[src/rtl/shell_pkg.sv]
// shell_pkg: constants and drain FSM encodings shared by the shell blocks.
package shell_pkg;
  localparam int MSG_MAX = 13;
  typedef enum logic [1:0] {ST_IDLE, ST_SEND, ST_WAIT} drain_t;
  localparam logic [7:0] CR = 8'h0d;
  localparam logic [7:0] LF = 8'h0a;
  localparam logic [7:0] BS = 8'h08;
endpackage

[src/rtl/sync_fifo_8.sv]
// sync_fifo_8: single-clock byte FIFO; a push into a full FIFO is taken when a pop happens in the same cycle.
module sync_fifo_8 #(
  parameter int DEPTH = 16
) (
  input  logic                     CLK,
  input  logic                     r_reset,
  input  logic                     push_i,
  input  logic [7:0]               din_i,
  input  logic                     pop_i,
  output logic [7:0]               dout_o,
  output logic                     full_o,
  output logic                     empty_o,
  output logic [$clog2(DEPTH):0]   level_o
);
  localparam int AW = $clog2(DEPTH);
  logic [7:0] mem_q [DEPTH];
  logic [AW-1:0] wp_q, rp_q;
  logic [AW:0] level_q;
  logic do_push, do_pop;
  assign do_pop = pop_i && !empty_o;
  assign do_push = push_i && (!full_o || do_pop);
  assign full_o = level_q == (AW+1)'(DEPTH);
  assign empty_o = level_q == '0;
  assign level_o = level_q;
  assign dout_o = mem_q[rp_q];
  always_ff @(posedge CLK) begin
    if (do_push) mem_q[wp_q] <= din_i;
  end
  always_ff @(posedge CLK) begin
    if (r_reset) begin
      wp_q <= '0;
      rp_q <= '0;
      level_q <= '0;
    end else begin
      wp_q <= do_push ? wp_q + AW'(1) : wp_q;
      rp_q <= do_pop ? rp_q + AW'(1) : rp_q;
      level_q <= level_q + (AW+1)'(do_push) - (AW+1)'(do_pop);
    end
  end
endmodule

[src/rtl/shell_tx_queue.sv]
// shell_tx_queue: merges echo bytes and response messages into one FIFO and feeds UART_TX.
// Echo wins the write port; the message loader retries its current byte whenever it loses.
module shell_tx_queue #(
  parameter int DEPTH = 16,
  parameter int MSG_MAX = shell_pkg::MSG_MAX
) (
  input  logic                   CLK,
  input  logic                   r_reset,
  input  logic                   i_echo_dv,
  input  logic [7:0]             i_echo_byte,
  input  logic                   i_msg_start,
  input  logic [3:0]             i_msg_len,
  input  logic [8*MSG_MAX-1:0]   i_msg_bytes,
  output logic                   o_msg_ready,
  output logic                   o_TX_DV,
  output logic [7:0]             o_TX_Byte,
  input  logic                   i_TX_Active,
  input  logic                   i_TX_Done,
  output logic [$clog2(DEPTH):0] o_level,
  output logic                   o_overflow,
  output logic                   o_busy
);
  import shell_pkg::*;
  drain_t state_q, state_d;
  logic full, empty, pop, push, can_push, echo_wr, ld_wr, ld_last, start_ok;
  logic [7:0] push_byte, head;
  logic ld_active_q, ld_active_d, overflow_q;
  logic [3:0] ld_idx_q, ld_idx_d, ld_len_q, ld_len_d, len_c;
  logic [8*MSG_MAX-1:0] ld_bytes_q, ld_bytes_d;

  sync_fifo_8 #(.DEPTH(DEPTH)) u_fifo (
    .CLK(CLK), .r_reset(r_reset), .push_i(push), .din_i(push_byte), .pop_i(pop),
    .dout_o(head), .full_o(full), .empty_o(empty), .level_o(o_level)
  );

  assign can_push = !full || pop;
  assign echo_wr = i_echo_dv && can_push;
  assign ld_wr = ld_active_q && !i_echo_dv && can_push;
  assign push = echo_wr || ld_wr;
  assign push_byte = i_echo_dv ? i_echo_byte : ld_bytes_q[{ld_idx_q, 3'b000} +: 8];
  assign len_c = (i_msg_len > 4'(MSG_MAX)) ? 4'(MSG_MAX) : i_msg_len;
  assign start_ok = !ld_active_q && i_msg_start && len_c != 4'd0;
  assign ld_last = ld_wr && ld_idx_q == ld_len_q - 4'd1;
  assign o_msg_ready = !ld_active_q;
  assign o_overflow = overflow_q;
  assign o_busy = !empty || ld_active_q || state_q != ST_IDLE;

  always_comb begin
    ld_active_d = start_ok || (ld_active_q && !ld_last);
    ld_idx_d = start_ok ? 4'd0 : ld_wr ? ld_idx_q + 4'd1 : ld_idx_q;
    ld_len_d = start_ok ? len_c : ld_len_q;
    ld_bytes_d = (!ld_active_q && i_msg_start) ? i_msg_bytes : ld_bytes_q;
  end

  always_ff @(posedge CLK) begin
    if (r_reset) begin
      ld_active_q <= 1'b0;
      ld_idx_q <= '0;
      ld_len_q <= '0;
      ld_bytes_q <= '0;
      overflow_q <= 1'b0;
    end else begin
      ld_active_q <= ld_active_d;
      ld_idx_q <= ld_idx_d;
      ld_len_q <= ld_len_d;
      ld_bytes_q <= ld_bytes_d;
      overflow_q <= i_echo_dv && !can_push;
    end
  end

  always_ff @(posedge CLK) begin
    if (r_reset) state_q <= ST_IDLE;
    else state_q <= state_d;
  end

  // A frame left running across reset still blocks the next send via i_TX_Active.
  always_comb begin
    state_d = (state_q == ST_IDLE && !empty && !i_TX_Active) ? ST_SEND :
              (state_q == ST_SEND) ? ST_WAIT :
              (state_q == ST_WAIT && i_TX_Done) ? ST_IDLE : state_q;
  end

  always_comb begin
    o_TX_DV = state_q == ST_SEND;
    pop = o_TX_DV;
    o_TX_Byte = o_TX_DV ? head : 8'h00;
  end
endmodule

[config.mk]
export PLATFORM = sky130hd
export DESIGN_NAME = shell_tx_queue
export DESIGN_NICKNAME = d
export VERILOG_FILES = /design/src/rtl/shell_pkg.sv /design/src/rtl/sync_fifo_8.sv /design/src/rtl/shell_tx_queue.sv
export SDC_FILE = /design/constraint.sdc
export NUM_CORES = 1
export LEC_CHECK = 0
export ABC_AREA = 1
export CORE_MARGIN = 10
export CORE_UTILIZATION = 56
export DETAILED_ROUTE_END_ITERATION = 10
export PLACE_DENSITY = 0.8
export SETUP_SLACK_MARGIN = 0.02
export SYNTH_ARGS = -nofsm -noshare
export SYNTH_HDL_FRONTEND = slang
export SYNTH_HIERARCHICAL = 1
export SYNTH_SLANG_ARGS = --single-unit
[constraint.sdc]
create_clock -name CLK -period 3.2 [get_ports CLK]
set_input_delay 0.32 -clock CLK [delete_from_list [all_inputs] [get_ports CLK]]
set_output_delay 0.32 -clock CLK [all_outputs]
set_load 0.01 [all_outputs]
==> results of run 1 <==
==> area by class of cell <==
cell class                 instances  area, um^2  area share (%)
inverter                         167         627            4.36
tap                              275         344            2.39
antenna                            1        2.50          0.0174
clock inverter                    20         251            1.75
multi-input combinational        967        4270            29.7
sequential                       261        6510            45.2
timing repair buffer             172        1670            11.6
clock buffer                      30         717            4.98
==> power groups by stage <==
stage               clock [mW]  combinational (mW)  sequential (mW)
floorplan                    0                1.31             3.98
global placement             0                1.92             3.99
detailed placement           0                1.96             4.00
CTS                       3.38                1.98             3.93
global route              3.51                2.24             3.96
finish                    3.34                2.00             3.93
==> per-stage QoR <==
stage	area (um^2)	worst slack, ns
after global placement	13400	0.455
after floorplan	11800	0.549
after detailed placement	13400	0.434
final	14400	0.233
after global routing	14400	0.0548
after CTS	14400	0.100
==> synth_stat cells, types with 3 or more instances <==
cell / count / area (um^2)
dfxtp_1: 133 / 2660
buf_4: 9 / 67.6
nand2_1: 333 / 1250
nand2_2: 8 / 50.1
nand3_1: 170 / 851
buf_6: 9 / 101
inv_1: 157 / 589
xor2_1: 3 / 26.3
o21ai_0: 120 / 601
o21ai_1: 4 / 20.0
nor2_1: 263 / 987
ha_1: 13 / 163
buf_2: 31 / 155
inv_2: 8 / 30.0
clkbuf_1: 29 / 109
a21oi_1: 36 / 180
edfxtp_1: 128 / 3840
==> per-layer routing <==
metal / GRT usage, % / up-vias / share of wire (%)
met5: 0 / - / 0
met4: 6.82 / 0 / 2.7
met3: 5.58 / 67 / 11
met2: 37.2 / 480 / 47
met1: 29.3 / 4639 / 40
li1: - / 4960 / -
==> registers in the layout (all words and copies together) (netlist names), named ones only <==
signal          count
ld_active_q         1
ld_bytes_q        104
ld_idx_q            4
ld_len_q            4
o_overflow          1
state_q             2
u_fifo/level_o      5
u_fifo/mem_q      128
u_fifo/rp_q         4
u_fifo/wp_q         4
==> worst max-delay path, stage by stage, from the launching register on <==
cell and delay, ns:
dfxtp_1 0.34, inv_2 0.46, nand3_1 0.22, nand3_1 0.14, nand3_1 0.09, nand2_1 0.07
inv_1 0.04, nor2_1 0.17, clkdlybuf4s50_1 0.57
==> worst max path at each step <==
stage                            from                 to
detailed placement          i_echo_dv  u_fifo/level_o[4]
CTS                              flop       o_TX_Byte[3]
global placement            i_echo_dv  u_fifo/level_o[4]
floorplan           u_fifo/level_o[2]  u_fifo/level_o[4]
finish                           flop       o_TX_Byte[7]
global route                     flop       o_TX_Byte[7]
==> kinds of logic after synthesis <==
logic type               Yosys count  share of synthesized area, %
flip-flops                       261                          54.9
adder cells (fa/ha/maj)           14                          1.54
AO/OA/AOI/OAI                    163                          7.00
buffers and inverters            246                          8.99
XOR/XNOR                           4                         0.296
AND/OR/NAND/NOR                  786                          27.2
==> repair_timing <==
item                       CTS  global route
setup buffers                0             0
hold buffers                 0             0
gates resized for setup      0             1
setup endpoints to repair    0             8
==> results.ini, run 1 <==
[outcome]
outcome = completed

[die]
start_util_pct = 56.7
dieArea_um2 = 27400
rows = 53
dieWidth_um = 165
dieHeight_um = 165
core_area_um2 = 20900
pin_count = 139

[timing]
fin_setup_tns_ns = 0
hold_ws_ns = 0.377
setup_viol = 0
fin_skew_ns = 0.0261
hold_violations = 0
worst_slew_pin_slew_ns = 0.793
min_period_ns = 2.97
slew_violations = 0
slew_headroom_pct = 47.0
fmax_ghz = 0.337
fin_crit_sh_pct = 92.7
rsz0062_at_grt = false

[setup_path]
cp.required_ns = 2.88
crit_fanout = 32
start_kind = flop
reg2reg_from = u_fifo/level_o[2]
rrSetupSlack_ns = 0.48
endpoint_kind = primary output
reg2regPathDepth = 18
worstPathArrival_ns = 2.65
r2r_end = u_fifo/level_o[4]
worst-setup-path-type = reg -> out

[yosys]
synthesis.nets = 1610
netlist_area_um2 = 11800
syn_area_per_cell_um2 = 8.03
synth_seq_cells = 261
synth.distinct_cells = 33
ys_seq_area_share_pct = 54.9
yosysWarnings = 6
syn-instance-count = 1474
synth_edf_count = 128
async_flop_share_pct = 0
synth_ff_type = dfxtp_1

[power]
switchingPower_mw = 2.70
clockPowerShare_pct = 36.0
leakagePower_nw = 6.15
p_total_mw = 9.28
p_sw_share_pct = 29.1
p_per_area_nw_per_um2 = 645
power_frac_comb_pct = 21.6
peakVddDrop_mv = 0.544
intPower_mw = 6.58
seq_power_share_pct = 42.4

[cells_and_area]
final_cells = 1893
n_fill_cell = 1564
final_common_cell = nand2_1
layout-drive-gt1-share_pct = 6.62
final_util_pct = 68.9
finalNetCount = 1732
synthToLayoutAreaGrowth_pct = 21.5
final_cell_mix = 333 x nand2_1, 263 x nor2_1, 170 x nand3_1

[placed_design]
io_buffers = 138
place.gp.congestion = 0.888
dp_hpwl_mm = 21.3
dp.cells = 1842

[grt]
grt_pass1_vias = 9743
overflow = 0
antenna_found_initial = 1
grt_start_max_net_pins = 89
track_usage_pct = 22.7
grt_pass1_wl_mm = 49.5

[clock_tree]
cts_tree = built
cts_made_buffers = 27
cts.sinks = 261
htreeDepth = 1
cts_max_path_buffers = 3
clkTransAtPathRegs_ns = 0.06
clock_latency_ns = 0.54
root_buffer = clkbuf_16

[detailed_routing]
drt_iter0_drc = 1088
drc = 0
vias = 10100
post_drt_wl_per_cell_um = 16.5
drt_pass1_iterations = 6
antenna_left = 0
via_per_inst = 5.36
wirelength_mm = 31.2

[min_path]
hp-class = in -> reg
holdPathStages = 2
hold_start = i_TX_Done
whs_endpoint = state_q[1]

[job]
drv_cap = 0

No activity file was read; power rests on OpenSTA's default activity.
==> run 2: changes to the inputs <==
--- a/config.mk
+++ b/config.mk
@@ -10,6 +10,7 @@
 export CORE_UTILIZATION = 56
 export DETAILED_ROUTE_END_ITERATION = 10
 export PLACE_DENSITY = 0.8
+export REMOVE_ABC_BUFFERS = 1
 export SETUP_SLACK_MARGIN = 0.02
 export SYNTH_ARGS = -nofsm -noshare
 export SYNTH_HDL_FRONTEND = slang
==> results.ini, run 2 (same netlist as run 1, synthesis figures left out) <==
[detailed_routing]
via_per_inst = 5.27  ; was 5.36
drc = 0  ; unchanged
dr_wl_met3_mm = 2.58  ; was 3.37 mm
wirelength_mm = 30.1  ; was 31.2 mm
post_drt_wl_per_cell_um = 16.0  ; was 16.5 um
drt_pass1_iterations = 5  ; was 6
drt_iter0_drc = 977  ; was 1088
antenna_left = 0  ; unchanged
wl_met2_mm = 14.7  ; was 14.6 mm
wirelength_met1_mm = 12.3  ; about the same
vias = 9951  ; was 10100
routed.top_layer = met4  ; unchanged

[clock_tree]
clkTransAtPathRegs_ns = 0.06  ; about the same
cts.sinks = 261  ; unchanged
root_buffer = clkbuf_16  ; unchanged
cts_tree = built  ; unchanged
cts_made_buffers = 26  ; was 27
clock_latency_ns = 0.52  ; was 0.54 ns
cts_max_path_buffers = 3  ; unchanged
htreeDepth = 1  ; unchanged
cts_setup_buffers = 0  ; unchanged

[cells_and_area]
n_fill_cell = 1630  ; was 1564
largest-register = u_fifo/mem_q  ; unchanged
final_util_pct = 68.0  ; was 68.9%
final_common_cell = nand2_1  ; unchanged
num_antenna_cells = 0  ; was 1
final_cells = 1887  ; was 1893
fin_area_um2 = 14200  ; was 14400 um^2
finalNetCount = 1728  ; was 1732
layout-drive-gt1-share_pct = 5.52  ; was 6.62%
final_cell_mix = 333 x nand2_1, 263 x nor2_1, 170 x nand3_1  ; unchanged
largest_reg_flops = 128  ; unchanged
synthToLayoutAreaGrowth_pct = 20.0  ; was 21.5%

[placed_design]
place.gp.congestion = 0.843  ; was 0.888
dp.cells = 1839  ; was 1842
io_buffers = 138  ; unchanged
dp_hpwl_mm = 20.1  ; was 21.3 mm
placed_cell_area_um2 = 13400  ; about the same

[setup_path]
endpoint_kind = primary output  ; unchanged
cp_common_cell = nand2_1  ; was nand3_1
start_kind = flop  ; unchanged
crit_fanout = 64  ; was 32
worstPathArrival_ns = 2.62  ; was 2.65 ns
max_stage_delay_ns = 0.56  ; was 0.57 ns
crit_path_top_delay_cell = clkdlybuf4s50_1  ; unchanged
path_cells = buf_6, nand2_1, nand2_1, nand2_1, nand3_1, nand3_1, nand2_1, inv_1, nor2_1, clkdlybuf4s50_1  ; was inv_2, nand3_1, nand3_1, nand3_1, nand2_1, inv_1, nor2_1, clkdlybuf4s50_1
cp.required_ns = 2.88  ; about the same
worst-setup-path-type = reg -> out  ; unchanged
path_buf_inv = 3  ; unchanged
rrSetupSlack_ns = 0.36  ; was 0.48 ns
crit_family = buffers and inverters  ; unchanged

[grt]
grt_start_max_net_pins = 113  ; was 89
grt_pass1_vias = 9486  ; was 9743
grt_pass1_wl_mm = 48.4  ; was 49.5 mm
antenna_found_initial = 0  ; was 1
track_usage_pct = 21.8  ; was 22.7%
overflow = 0  ; unchanged

[timing]
fmax_ghz = 0.340  ; was 0.337 GHz
hold_violations = 0  ; unchanged
worst_slew_pin_slew_ns = 0.761  ; was 0.793 ns
slew_headroom_pct = 49.2  ; was 47.0%
rsz0062_at_grt = false  ; unchanged
slew_violations = 0  ; unchanged
fin_setup_tns_ns = 0  ; unchanged
min_period_ns = 2.94  ; was 2.97 ns
fin_skew_ns = 0.00827  ; was 0.0261 ns
fin_crit_sh_pct = 92.0  ; was 92.7%
setup_viol = 0  ; unchanged

[die]
start_util_pct = 56.7  ; unchanged
core_area_um2 = 20900  ; unchanged
dieHeight_um = 165  ; unchanged
dieWidth_um = 165  ; unchanged
rows = 53  ; unchanged
dieArea_um2 = 27400  ; unchanged
pin_count = 139  ; unchanged

[min_path]
hp-class = in -> reg  ; unchanged

[power]
power_frac_comb_pct = 22.7  ; was 21.6%
p_total_mw = 8.76  ; was 9.28 mW
peakVddDrop_mv = 0.388  ; was 0.544 mV
leakagePower_nw = 6.06  ; was 6.15 nW
clockPowerShare_pct = 32.4  ; was 36.0%
switchingPower_mw = 2.56  ; was 2.70 mW
seq_power_share_pct = 44.9  ; was 42.4%
intPower_mw = 6.20  ; was 6.58 mW
p_sw_share_pct = 29.2  ; was 29.1%
p_per_area_nw_per_um2 = 617  ; was 645 nW/um^2

[outcome]
outcome = completed  ; unchanged

[job]
drv_cap = 0  ; unchanged

## run 2: cell types whose count changed in the layout (fill, tap and decap cells not counted), sizes merged
cell | before | now
buf | 34 | 31
clkinvlp | 4 | 2
clkbuf | 30 | 39
bufinv | 5 | 0
diode | 1 | 0
clkinv | 10 | 9
inv | 168 | 165
## run 2: per-stage QoR
step                      hold WS, ns  worst slack [ns]
after floorplan                 0.389             0.212
after global placement          0.438             0.401
after detailed placement        0.443             0.375
after CTS                       0.375             0.112
after global routing            0.394            0.0546
final                           0.391             0.257
## run 2: routing by layer
metal | vias up | GRT usage [%]
li1 | 4949 | -
met5 | - | 0
met3 | 40 | 4.44
met4 | 0 | 5.51
met2 | 396 | 37.7
met1 | 4566 | 27.3
## run 2: final cells by class
| class | count | area [um^2] | share of cell area [%] |
|---|---|---|---|
| clock inverters | 9 | 40.0 | 0.282 |
| repair buffers | 169 | 1660 | 11.6 |
| well taps | 275 | 344 | 2.42 |
| clock buffers | 39 | 762 | 5.36 |
| multi-input cells | 967 | 4270 | 30.1 |
| flip-flops and latches | 261 | 6510 | 45.8 |
| inverters | 167 | 629 | 4.43 |
## run 2: timing repair
item,in CTS,in global routing
resized for setup,0,3
setup endpoints to repair,0,5
hold buffers,0,0
## run 2: power groups by stage
stage               clock network [mW]  registers [mW]  logic [mW]
floorplan                            0            4.04        1.13
global placement                     0            3.98        1.90
detailed placement                   0            4.00        1.95
CTS                               2.87            3.93        1.98
global route                      3.01            3.96        2.24
finish                            2.84            3.93        1.99
## run 2: worst register-to-register path: stages (launching register included)
cell	delay (ns)
dfxtp_1	0.35
inv_1	0.07
ha_1	0.23
nand2_1	0.08
nor2_1	0.05
nand2_1	0.11
nand2_2	0.13
nand2_1	0.18
nand2_2	0.11
ha_1	0.28
inv_1	0.04
ha_1	0.20
fa_1	0.42
nand2_1	0.10
nand2_1	0.06
a21oi_1	0.17
nand2_1	0.07
nand2_1	0.06
nor2_1	0.04
## run 2: path summary, 6_finish.rpt
kind / end / depth (start not counted) / start
min: state_q[1] / 2 / i_TX_Done
max: o_TX_Byte[3] / 10 / flop
max reg2reg: u_fifo/level_o[4] / 18 / u_fifo/level_o[2]
min reg2reg: ld_bytes_q[42] / 2 / ld_bytes_q[42]
